File: config.mk
export PLATFORM = sky130hd
export DESIGN_NAME = mux_arb_rr
export DESIGN_NICKNAME = d
export VERILOG_FILES = /design/src/rtl/mux_arb_rr.sv
export SDC_FILE = /design/constraint.sdc
export NUM_CORES = 1
export LEC_CHECK = 0
export ABC_AREA = 1
export BUFFER_PORTS_ARGS = -buffer_cell sky130_fd_sc_hd__buf_2
export CAP_MARGIN = 10
export CORE_MARGIN = 3
export CORE_UTILIZATION = 42
export CTS_CLUSTER_DIAMETER = 50
export DETAILED_ROUTE_END_ITERATION = 10
export PLACE_DENSITY = 0.85
export SYNTH_ARGS = -nofsm -noshare
export SYNTH_HDL_FRONTEND = slang
export SYNTH_SLANG_ARGS = --single-unit
File: constraint.sdc
create_clock -name clk -period 2.18 [get_ports clk]
set_input_delay 0.218 -clock clk [delete_from_list [all_inputs] [get_ports clk]]
set_output_delay 0.218 -clock clk [all_outputs]
set_load 0.01 [all_outputs]
File: src/rtl/mux_arb_rr.sv
// mux_arb_rr: parametrised N-to-1 multiplexer with valid/ready handshakes
// and a registered output stage.
//
// A runtime mode picks the granted channel:
//   manual (sel), fixed priority (lowest index wins), or round-robin.
//
// Ports:
//   clk        system clock, rising edge
//   rst        asynchronous active-high reset
//   in_data    packed channel data, channel i at [i*ANCHO +: ANCHO]
//   in_valid   per-channel valid
//   in_ready   per-channel accept (combinational)
//   modo       00 manual, 01 fixed priority, 10/11 round-robin
//   sel        manual-mode channel index
//   out_data   registered output word
//   out_canal  index of the channel that supplied out_data
//   out_valid  output register holds a word
//   out_ready  downstream accept
module mux_arb_rr #(
   parameter  int ANCHO   = 8,
   parameter  int CANALES = 4,
   localparam int SEL_W   = $clog2(CANALES)
) (
   input  logic                       clk,
   input  logic                       rst,
   input  logic [CANALES*ANCHO-1:0]   in_data,
   input  logic [CANALES-1:0]         in_valid,
   output logic [CANALES-1:0]         in_ready,
   input  logic [1:0]                 modo,
   input  logic [SEL_W-1:0]           sel,
   output logic [ANCHO-1:0]           out_data,
   output logic [SEL_W-1:0]           out_canal,
   output logic                       out_valid,
   input  logic                       out_ready
);

   logic [ANCHO-1:0]   data_r;
   logic [SEL_W-1:0]   canal_r;
   logic               valid_r;
   logic [SEL_W-1:0]   ptr_r;

   logic [CANALES-1:0] grant_s;
   logic [SEL_W-1:0]   grant_idx_s;
   logic               grant_any_s;
   logic [SEL_W-1:0]   hi_idx_s;
   logic               hi_any_s;
   logic [SEL_W-1:0]   lo_idx_s;
   logic               lo_any_s;
   logic [ANCHO-1:0]   nxt_data_s;
   logic               load_en_s;
   logic               xfer_s;

   // The output register can accept a new word when empty or being drained.
   assign load_en_s = !valid_r | out_ready;
   assign xfer_s    = grant_any_s & load_en_s;

   // Round-robin search: lowest valid channel at or above ptr (hi), and
   // lowest valid channel overall (lo) used when the search wraps.
   always_comb begin
      hi_idx_s = '0;
      hi_any_s = 1'b0;
      lo_idx_s = '0;
      lo_any_s = 1'b0;
      // Descending scan so the last hit is the lowest index.
      for (int i = CANALES - 1; i >= 0; i--) begin
         if (in_valid[i]) begin
            lo_idx_s = SEL_W'(i);
            lo_any_s = 1'b1;
            if (SEL_W'(i) >= ptr_r) begin
               hi_idx_s = SEL_W'(i);
               hi_any_s = 1'b1;
            end else begin
               hi_idx_s = hi_idx_s;
            end
         end else begin
            lo_idx_s = lo_idx_s;
         end
      end
   end

   // Grant index selection per mode; grant implies the channel is valid.
   always_comb begin
      grant_idx_s = '0;
      grant_any_s = 1'b0;
      case (modo)
         2'b00: begin
            // An out-of-range sel matches no channel, so nothing is granted.
            for (int i = 0; i < CANALES; i++) begin
               if ((SEL_W'(i) == sel) && in_valid[i]) begin
                  grant_idx_s = SEL_W'(i);
                  grant_any_s = 1'b1;
               end else begin
                  grant_any_s = grant_any_s;
               end
            end
         end
         2'b01: begin
            grant_idx_s = lo_idx_s;
            grant_any_s = lo_any_s;
         end
         default: begin
            if (hi_any_s) begin
               grant_idx_s = hi_idx_s;
               grant_any_s = 1'b1;
            end else begin
               grant_idx_s = lo_idx_s;
               grant_any_s = lo_any_s;
            end
         end
      endcase
   end

   // One-hot grant vector and the granted channel's data word.
   always_comb begin
      grant_s    = '0;
      nxt_data_s = '0;
      for (int i = 0; i < CANALES; i++) begin
         if (grant_any_s && (grant_idx_s == SEL_W'(i))) begin
            grant_s[i] = 1'b1;
            nxt_data_s = in_data[i*ANCHO +: ANCHO];
         end else begin
            grant_s[i] = 1'b0;
         end
      end
   end

   assign in_ready = grant_s & {CANALES{load_en_s & !rst}};

   // Output register and round-robin pointer.
   always_ff @(posedge clk or posedge rst) begin
      if (rst) begin
         data_r  <= '0;
         canal_r <= '0;
         valid_r <= 1'b0;
         ptr_r   <= '0;
      end else begin
         if (xfer_s) begin
            data_r  <= nxt_data_s;
            canal_r <= grant_idx_s;
            valid_r <= 1'b1;
         end else if (out_ready) begin
            valid_r <= 1'b0;
         end else begin
            valid_r <= valid_r;
         end
         // modo 10 and 11 are both round-robin.
         if (xfer_s && modo[1]) begin
            if (grant_idx_s == SEL_W'(CANALES - 1)) begin
               ptr_r <= '0;
            end else begin
               ptr_r <= grant_idx_s + SEL_W'(1);
            end
         end else begin
            ptr_r <= ptr_r;
         end
      end
   end

   assign out_data  = data_r;
   assign out_canal = canal_r;
   assign out_valid = valid_r;

endmodule

After elaboration in Yosys (flattened, before gate mapping)
Cells that the tools add are included.

Register bits: 13. Input bits: 43. Output and inout port bits: 15. Logic and storage cells: 81.

$add $sub $neg: 1. Magnitude comparators: 4. Equality and inequality tests: 7. Mux-type cells: 46. Bitwise gates (word level): 4. Reductions and logical operators: 15.

Operator list (number): $mux 2 (16); $mux 8 (4); $mux 1 (24); $logic_and 1x1->1 (9); $logic_not 2->1 (3); $and 4x4->4 (1); $eq 2x1->1 const B (2); $eq 2x2->1 const A (2); $eq 2x2->1 const B (2); $ge 1x2->1 const A (2); $ge 2x2->1 const A (2); $pmux 2 s2 (1); $add 2x1->2 const B (1); $and 1x1->1 (2); $eq 1x2->1 const A (1); $logic_not 1->1 (2); $pmux 1 s2 (1); $reduce_bool 2->1 (1); $or 1x1->1 (1).

Depth between registers and ports, before layout
Depth in word-level cells: 17. Mapped depth: 18.

Least setup slack after synthesis
OpenSTA, ideal clock, no wires.

Path kind: flip-flop to flip-flop. Start: register ptr_r[0]. End: register data_r[0], in the netlist out_data[0]. Arrival: 2.022 ns. Required time: 2.115 ns. Setup slack: 0.093 ns. Stages on the path, launching flop included: 16. Clock period less this slack: 2.087 ns. Cells stage by stage: dfrtp_1 nand2_1 a21oi_1 or2_2 a31oi_1 inv_1 ha_1 buf_2 buf_1 nor2_1 nand3_1 nand2_1 nand2_1 nand2_1 nand2_1 nand2_1.

Word-level cells in the longest chain between the ends: 17. Elaborated cells on any way between the ends: 37. Those cells by class: order compare: 4; eq/ne: 3; mux: 24; bitwise: 1; reduce/logical: 5.

Ends and longest elaborated chain: start, declared (RTL line 40) `logic [SEL_W-1:0] ptr_r;`; start signal, assigned (RTL line 151) `ptr_r <= grant_idx_s + SEL_W'(1);`; start signal, assigned (RTL line 154) `ptr_r <= ptr_r;`; $ge 2x2->1 (RTL line 69) `if (SEL_W'(i) >= ptr_r) begin`; $mux 2 or $mux 1 (tied branches) (RTL line 69); $mux 2 or $mux 1 (tied branches) (RTL line 66) `if (in_valid[i]) begin`; $mux 2 or $mux 1 (tied branches) (RTL line 69); $mux 2 or $mux 1 (tied branches) (RTL line 66); $mux 2 or $mux 1 (tied branches) (RTL line 69); $mux 2 or $mux 1 (tied branches) (RTL line 66); $mux 2 or $mux 1 (tied branches) (RTL line 69); $mux 2 or $mux 1 (tied branches) (RTL line 66); $mux 2 (*) (RTL line 102) `if (hi_any_s) begin`; $pmux 2 s2 (*) (RTL line 85) `case (modo)`; named net grant_idx_s[1] (RTL line 43) `logic [SEL_W-1:0] grant_idx_s;`; $logic_not 2->1 (RTL line 118) `if (grant_any_s && (grant_idx_s == SEL_W'(i))) begin`; $logic_and 1x1->1 (RTL line 118); $mux 8 (3 in a row) (RTL line 118); $mux 8 (*) (RTL line 118); end signal, assigned (RTL line 138) `data_r <= nxt_data_s;`; end, declared (RTL line 37) `logic [ANCHO-1:0] data_r;`.

The timed path passes the listed nets; every way through them passes the cells marked *. A chain may end at the register's enable or synchronous reset.

Worst setup path after layout
Start: register ptr_r[0]. End: output in_ready[3].

Word-level cells in the longest chain between the ends: 15. Elaborated cells on any way between the ends: 28. Those cells by class: order compare: 4; eq/ne: 1; mux: 21; bitwise: 1; reduce/logical: 1.

Ends and longest elaborated chain: $ge 2x2->1 (RTL line 69); $mux 2 or $mux 1 (tied branches) (RTL line 69); $mux 2 or $mux 1 (tied branches) (RTL line 66); $mux 2 or $mux 1 (tied branches) (RTL line 69); $mux 2 or $mux 1 (tied branches) (RTL line 66); $mux 2 or $mux 1 (tied branches) (RTL line 69); $mux 2 or $mux 1 (tied branches) (RTL line 66); $mux 2 or $mux 1 (tied branches) (RTL line 69); $mux 2 or $mux 1 (tied branches) (RTL line 66); $mux 2 (*) (RTL line 102); $pmux 2 s2 (*) (RTL line 85); named net grant_idx_s[1] (RTL line 43); $eq 2x2->1 (*) (RTL line 118); $logic_and 1x1->1 (*) (RTL line 118); $mux 1 (*) (RTL line 118); $and 4x4->4 (*) (RTL line 127) `assign in_ready = grant_s & {CANALES{load_en_s & !rst}};`; end, declared (RTL line 28) `output logic [CANALES-1:0] in_ready,`.

Marked as above.

==> results.cfg <==
[critical_path]
end_kind = output port
critPathMaxFanout = 5
startpoint_type = flop
critPathKind = flop to output port
reg2reg_depth = 14
r2r_slack_ps = 70
worstPathRequired_ps = 1960
timing.rr.start = ptr_r[0]$_DFFE_PP0P_
worstReg2RegEnd = out_data[5]$_DFFE_PP0P_
arrival_ps = 1950

[worst_hold_path]
min_to = out_data[0]$_DFFE_PP0P_
holdCritPathClass = primary input to flop
hold_path_startpoint = in_data[24]
whs_path_depth = 5

[logic_synthesis]
yosysUniqueCellTypes = 23
netlist_top_cells_area = dfrtp_1 25%, nand2_1 22%, inv_1 11%, nand3_1 8.6%, nand3_2 6.3%
yosys.area.top_type = dfrtp_1
ys.flop_type = dfrtp_1
synth_warnings = 0
synth_seq_cells = 13
netlist_instances = 215
yosysMostFrequentCell = nand2_1
async_reset_ff_frac = 1.00
syn_nets = 262
syn_area_per_cell_um2 = 5.95
synth-edff-count = 0
synth-seq-area-share = 0.254
synth_top_area_share = 0.254
synth_common_cells = 75 x nand2_1, 39 x inv_1, 22 x nand3_1
synth_area_um2 = 1280

[global_routing]
grt_max_degree = 24
grt.overflow.total = 0
grt_first_pass_wirelength_um = 4870
grt.total_usage = 0.171
grt_antenna_before_repair = 0
grt_pass1_vias = 1268

[pwr]
power_switching_mw = 0.515
p_leak_nw = 1.13
ir_worst_vdd_v = 0.000413
seqPwrFrac = 0.297
internal_power_mw = 0.698
switching_share = 0.425
clkPwrFrac = 0.123
p_per_area_nw_per_um2 = 655
combPwrFrac = 0.580

[detailed_routing]
antenna_left = 0
drc = 0
drt_first_pass_iters = 4
viasPerCell = 4.91
detail_route.iter0.violations = 71
wl_per_cell_um = 11.9
via_count = 1558
drt-total-wl_um = 3770

[clocking]
numCtsBuffers = 3
cts_tree = built
cts_buffer_depth = 2
cts.sinks = 13
htree_levels = 1
clock_latency_ps = 270
clock-root-buffer = clkbuf_4
clk_pin_slew_worst_paths_ps = 80

[timing]
rsz0062_at_grt = yes
worst_slew_pin_slew_ps = 437
hold_violations = 0
tns_ps = 0
skew_ps = 1.88
period_needed_ps = 2170
max_freq_mhz = 461
setup_violations = 0
fin_crit_sh = 0.995
slew_viol_final = 0
slew_headroom = 0.708

[finish]
diodes = 0
multi_input_area_um2 = 861
area_delta_synth_final_pct = 44.9
drive_gt1_frac = 0.381
final_area_um2 = 1850
fillCellCount = 236
fin_nets = 334
seqCellArea_um2 = 325

[floorplan]
fp.dieW_um = 61.2
core-area_um2 = 2830
initial_core_util = 0.452
die_y_um = 61.2
io_pins = 58
dieArea_um2 = 3740
num_rows = 19

[placement]
dpl_cell_area_um2 = 1590
io_buffers = 57
dp_hpwl_um = 2540
gp_congestion = 0.826

[flow_run]
drv_cap = 0

[status]
status = complete, no violations
metal layers:
metal  track usage  vias to the layer above  wire length (um)
met2         0.304                       67              1970
li1              -                      797                 -
met1         0.207                      690              1490
met3        0.0440                        4               272
met5             0                        -                 0
met4        0.0402                        0                36
worst max-delay path: stages, from the launching register on:
cell and delay, ps:
dfrtp_1 440, nand2_2 110, a21oi_2 70, or2_4 240
a31oi_4 200, buf_6 140, ha_4 170, nand2_8 70
nor2_4 130, buf_6 110
cell usage in the layout, fill, tap and decap left out, types with 3 or more instances in the layout:
| cell type | count |
|---|---|
| nand2_1 | 74 |
| buf_2 | 56 |
| inv_1 | 35 |
| nand3_1 | 22 |
| buf_4 | 16 |
| nor2_1 | 14 |
| dfrtp_1 | 13 |
| a21oi_1 | 9 |
| nand3_2 | 8 |
| inv_2 | 4 |
| o21ai_0 | 4 |
| ha_4 | 4 |
| buf_6 | 4 |
| clkbuf_4 | 3 |
worst max-delay path by stage:
stage | startpoint | endpoint | slack, ps | depth (start not counted)
floorplan | ptr_r[0]$_DFFE_PP0P_ | out_data[0]$_DFFE_PP0P_ | 90 | 15
global placement | ptr_r[1]$_DFFE_PP0P_ | out_data[5]$_DFFE_PP0P_ | 70 | 16
detailed placement | ptr_r[1]$_DFFE_PP0P_ | out_data[5]$_DFFE_PP0P_ | 2 | 16
CTS | ptr_r[1]$_DFFE_PP0P_ | in_ready[0] | -60 | 12
global route | ptr_r[0]$_DFFE_PP0P_ | out_data[5]$_DFFE_PP0P_ | -100 | 14
finish | ptr_r[0]$_DFFE_PP0P_ | in_ready[3] | 10 | 9
flip-flops by register name, summed over array words and instances (netlist names):
signal	cells
out_data	8
out_valid	1
out_canal	2
ptr_r	2
cell type report:
type	count	area share
timing repair buffer	77	0.246
multi-input combinational	153	0.465
tap	31	0.0209
sequential	13	0.176
clock buffer	4	0.0142
inverter	39	0.0790
stage by stage:
step / power (mW) / util / instances / setup slack (ps) / hold WS [ps]
4_1_cts: 1.07 / 0.581 / 304 / -60.9 / 260
3_5_place_dp: 0.901 / 0.561 / 299 / 1.77 / 218
3_3_place_gp: 0.889 / 0.561 / 299 / 71.9 / 217
6_report: 1.21 / 0.655 / 317 / 10.8 / 262
2_1_floorplan: 0.715 / - / 215 / 92.8 / 103
5_1_grt: 1.32 / 0.655 / 317 / -98.9 / 279
power groups by stage:
stage	Clock, mW	Sequential, mW	Combinational, mW
floorplan	0	0.384	0.331
global placement	0	0.356	0.533
detailed placement	0	0.357	0.544
CTS	0.154	0.353	0.562
global route	0.161	0.369	0.791
finish	0.149	0.360	0.704
cells by family after synthesis:
logic type	count (synthesis)	share of synthesized area
buffers and inverters	49	0.162
AO/OA/AOI/OAI	21	0.0900
AND/OR/NAND/NOR	128	0.454
flip-flops	13	0.254
adder cells (fa/ha/maj)	4	0.0391
timing repair:
item / in CTS / in global routing
setup buffers: 0 / 13
gates resized for setup: 4 / 27
pin swaps: 1 / 7
setup endpoints to repair: 5 / 9
hold buffers: 1 / 0
hold endpoints to repair: 13 / 0
Power figures use the tool's default switching activity.
